## config.mk

```make
export PLATFORM = sky130hd
export DESIGN_NAME = idx_encode_unit
export DESIGN_NICKNAME = d
export VERILOG_FILES = /design/src/rtl/idx_encode_unit.sv
export SDC_FILE = /design/constraint.sdc
export NUM_CORES = 1
export LEC_CHECK = 0
export CORE_MARGIN = 2
export CORE_UTILIZATION = 34
export CTS_CLUSTER_DIAMETER = 50
export DETAILED_ROUTE_END_ITERATION = 8
export GPL_ROUTABILITY_DRIVEN = 0
export PLACE_DENSITY = 0.74
export SYNTH_ARGS = -nofsm -noshare
export SYNTH_HDL_FRONTEND = slang
export SYNTH_SLANG_ARGS = --single-unit
```

## constraint.sdc

```tcl
create_clock -name clk_i -period 0.85 [get_ports clk_i]
set_input_delay 0.1275 -clock clk_i [delete_from_list [all_inputs] [get_ports clk_i]]
set_output_delay 0.1275 -clock clk_i [all_outputs]
set_load 0.01 [all_outputs]
```

## src/rtl/idx_encode_unit.sv

```systemverilog
// Registered index encoders: first-set-bit search (trailing or leading zero count)
// and one-hot-to-binary conversion, sharing one valid and one output register stage.
module idx_encode_unit #(
  parameter int WIDTH = 8,
  parameter int MODE  = 0,
  localparam int CNT_W = (WIDTH > 1) ? $clog2(WIDTH) : 1
) (
  input  logic             clk_i,
  input  logic             rst_ni,
  input  logic             valid_i,
  input  logic [WIDTH-1:0] lzc_in_i,
  input  logic [WIDTH-1:0] onehot_i,
  output logic             valid_o,
  output logic [CNT_W-1:0] cnt_o,
  output logic             empty_o,
  output logic [CNT_W-1:0] bin_o,
  output logic             multi_hot_o
);

  logic [CNT_W-1:0] cnt_next;
  logic             empty_next;
  logic [CNT_W-1:0] bin_next;
  logic             multi_hot_next;

  logic             valid_reg;
  logic [CNT_W-1:0] cnt_reg;
  logic             empty_reg;
  logic [CNT_W-1:0] bin_reg;
  logic             multi_hot_reg;

  // Each set one-hot bit contributes its own index; the OR of all terms is bin.
  logic [CNT_W-1:0] idx_term [WIDTH];

  generate
    for (genvar gi = 0; gi < WIDTH; gi++) begin : g_idx_term
      assign idx_term[gi] = onehot_i[gi] ? CNT_W'(gi) : '0;
    end
  endgenerate

  // Priority search: the last matching iteration wins, so the scan order
  // selects the lowest (MODE 0) or highest (MODE 1) set bit.
  always_comb begin
    cnt_next   = '0;
    empty_next = 1'b1;
    if (MODE == 0) begin
      for (int i = WIDTH - 1; i >= 0; i--) begin
        if (lzc_in_i[i]) begin
          cnt_next   = CNT_W'(i);
          empty_next = 1'b0;
        end
      end
    end else begin
      for (int i = 0; i < WIDTH; i++) begin
        if (lzc_in_i[i]) begin
          cnt_next   = CNT_W'(WIDTH - 1 - i);
          empty_next = 1'b0;
        end
      end
    end
  end

  always_comb begin
    logic seen_one;
    bin_next       = '0;
    multi_hot_next = 1'b0;
    seen_one       = 1'b0;
    for (int i = 0; i < WIDTH; i++) begin
      bin_next = bin_next | idx_term[i];
      if (onehot_i[i]) begin
        if (seen_one) begin
          multi_hot_next = 1'b1;
        end
        seen_one = 1'b1;
      end
    end
  end

  always_ff @(posedge clk_i or negedge rst_ni) begin
    if (!rst_ni) begin
      valid_reg     <= 1'b0;
      cnt_reg       <= '0;
      empty_reg     <= 1'b1;
      bin_reg       <= '0;
      multi_hot_reg <= 1'b0;
    end else begin
      valid_reg <= valid_i;
      if (valid_i) begin
        cnt_reg       <= cnt_next;
        empty_reg     <= empty_next;
        bin_reg       <= bin_next;
        multi_hot_reg <= multi_hot_next;
      end
    end
  end

  assign valid_o     = valid_reg;
  assign cnt_o       = cnt_reg;
  assign empty_o     = empty_reg;
  assign bin_o       = bin_reg;
  assign multi_hot_o = multi_hot_reg;

endmodule

```

==> impl_metrics.toml <==
[timing]
fin_crit_ns = 1.02
worstMarginPinSlew_ns = 0.370
setup_viol = 10
slew_violations = 0
finalHoldViolations = 0
fmax_mhz = 984
fin_ws_ns = -0.166
period_share_pct = 120
max_slew_margin_pct = 75.1
hold_slack_ns = 0.0676
tns_ns = -0.524
final.setup_skew_ns = 0
rsz0062_at_grt = "true"

[global_routing]
grt_util_all_layers_pct = 19.8
grt_start_max_net_pins = 9
grt_pass1_vias = 528
antenna_found_initial = 0
grt.overflow.total = 0
grt_pass1_wl_mm = 2.12

[route]
first_pass_iters = 4
wirelength_mm = 1.48
vias = 575
wire_per_inst_um = 12.7
drt_iter0_drc = 8
drtAntennaViolNets = 0
vias_per_cell = 4.96
drc = 0

[cells_and_area]
syn_to_final_growth_pct = 107
final_cells = 116
finish.net_count = 121
seqCellArea_um2 = 226
multiInputGateArea_um2 = 240
drive_gt1_share_pct = 45.5
final.fill_count = 105
design_area_um2 = 938
diodes = 0

[worst_setup_path]
cpPeakStageDelay_ns = 0.54
end_kind = "primary output"
cp_max_fo = 2
cp.arrival_ns = 0.89
slowest_stage = "dfstp_2"
cp_top_family = "flip-flops"
worstSetupStartpointType = "flop"
cp_cell_sequence = "buf_6"
crit_buf_inv = 1
worst_ep_required_time_ns = 0.72
worst-setup-path-type = "reg2out"

[worst_hold_path]
hold_class = "in2async"

[status]
violations = "negative setup slack"
status = "finished with violations"

[synthesis]
syn_avg_cell_area_um2 = 8.73
synth_seq_cells = 9
synth_top_area_share_pct = 44.1
ys.warnings.count = 0
synth.area.top_cells = "dfrtp_1 44%, nor2_1 7.4%, dfstp_2 5.8%"
synth_area_um2 = 454
postSynthNetCount = 71
ys_types = 21
synth.largest_area_cell = "dfrtp_1"
synth-seq-area-share_pct = 49.9
synthCells = 52

[placed_design]
dpl-instance-area_um2 = 852
io_buffers = 27
dp_hpwl_mm = 1.06
placed_cells = 106
dp_slack_ns = -0.612

[floorplan]
io_pins = 28
die_h_um = 40.6
row_count = 13
core-area_mm2 = 0.00127
dieArea_mm2 = 0.00164
die-width_um = 40.6
start_util_pct = 35.8

[cts]
cts-buffers-inserted = 3
cts_sinks = 9
cts_buffer_depth = 2
clock-root-buffer = "clkbuf_4"
clkLatencyLatePin_ns = 0.25
cts_tree = "done"
htree_levels = 1
clkTransAtPathRegs_ns = 0.06

[power]
ir_drop_uv = 981
power-per-cell-area_mw_per_mm2 = 1150
p_leak_nw = 0.440

[flow_run]
cap_violations = 0
## routing by layer
metal  global-route usage [%]  routed length, um  vias to the layer above
met3                     5.00                 45                        0
met5                        0                  0                        -
li1                         -                  -                      287
met2                     34.9                813                       15
met1                     22.6                616                      273
met4                     7.50                  0                        0
## report_power, final
part	switching, mW	total [mW]	internal [mW]
logic	0.123	0.298	0.176
clock network	0.140	0.320	0.180
registers	0.00845	0.457	0.449
total	0.271	1.08	0.804
## area by class of cell
cell class / count / share of cell area (%)
Sequential cell: 9 / 24.1
Multi-Input combinational cell: 36 / 25.6
Tap cell: 15 / 2.00
Timing Repair Buffer: 47 / 43.5
Clock buffer: 4 / 2.80
Inverter: 5 / 2.00
## synthesized netlist by cell type
cell	count
nand2b_1	1
o22ai_1	1
nor3_1	1
dfrtp_1	8
nand4_1	1
or3_1	1
o31ai_1	1
a21oi_1	4
inv_1	5
nor2_1	9
o32a_1	1
buf_2	1
nand2_1	1
maj3_1	2
dfstp_2	1
nor4_1	4
o21ai_0	4
clkbuf_1	1
nand3_1	2
o21bai_1	1
a31oi_1	2
## cells in the final DEF, fill, tap and decap left out, types with 2 or more instances in the layout
| cell | synthesis | layout |
|---|---|---|
| a21oi_1 | 4 | 3 |
| clkdlybuf4s50_1 | 0 | 4 |
| a31oi_1 | 2 | 2 |
| dlygate4sd2_1 | 0 | 6 |
| dfrtp_1 | 8 | 8 |
| inv_1 | 5 | 5 |
| buf_4 | 0 | 18 |
| o21ai_0 | 4 | 4 |
| buf_2 | 1 | 10 |
| nor2_1 | 9 | 5 |
| nand3_1 | 2 | 2 |
| buf_6 | 0 | 2 |
| nor4_2 | 0 | 2 |
| nor4_1 | 4 | 2 |
| nor2_2 | 0 | 4 |
| dlymetal6s2s_1 | 0 | 2 |
| clkdlybuf4s15_1 | 0 | 3 |
| clkbuf_4 | 0 | 3 |
## what timing repair did
item,CTS,global route
hold buffers,0,0
gates cloned,1,0
pin swaps,9,3
gates resized for setup,65,9
hold endpoints to repair,0,0
buffers inserted,3,2
setup endpoints to repair,17,14
## state kept, by name, summed over array words and instances, names as in the netlist
signal / cells
valid_o: 1
bin_o: 3
multi_hot_o: 1
empty_o: 1
cnt_o: 3
## metrics by stage
stage | utilization, % | total power [mW]
after floorplan | - | 0.532
after global placement | 67.2 | 0.737
after detailed placement | 67.2 | 0.745
after CTS | 69.9 | 1.07
after global routing | 74.0 | 1.14
final | 74.0 | 1.08
## worst paths after layout
check                      slack [ns]  cells after the start       end        start
max                             -0.17                      1   empty_o      empty_o
min in group clk_i               0.19                      3  bin_o[0]  onehot_i[5]
min                              0.07                      1  cnt_o[1]       rst_ni
max reg2reg                     -0.03                      4  bin_o[2]     bin_o[2]
max in group asynchronous        0.48                      2  cnt_o[2]       rst_ni
min reg2reg                      0.49                      2   empty_o      empty_o
## kinds of logic (layout without fill, tap and decap cells)
logic type | after synthesis | after routing | share of synthesized area (%)
and+or+nand+nor | 20 | 20 | 21.2
AOI/OAI and AO/OA | 14 | 14 | 18.5
DFF | 9 | 9 | 49.9
buffers and inverters | 7 | 56 | 6.06
adders and majority gates | 2 | 2 | 4.41
No activity file was read; power rests on OpenSTA's default activity.
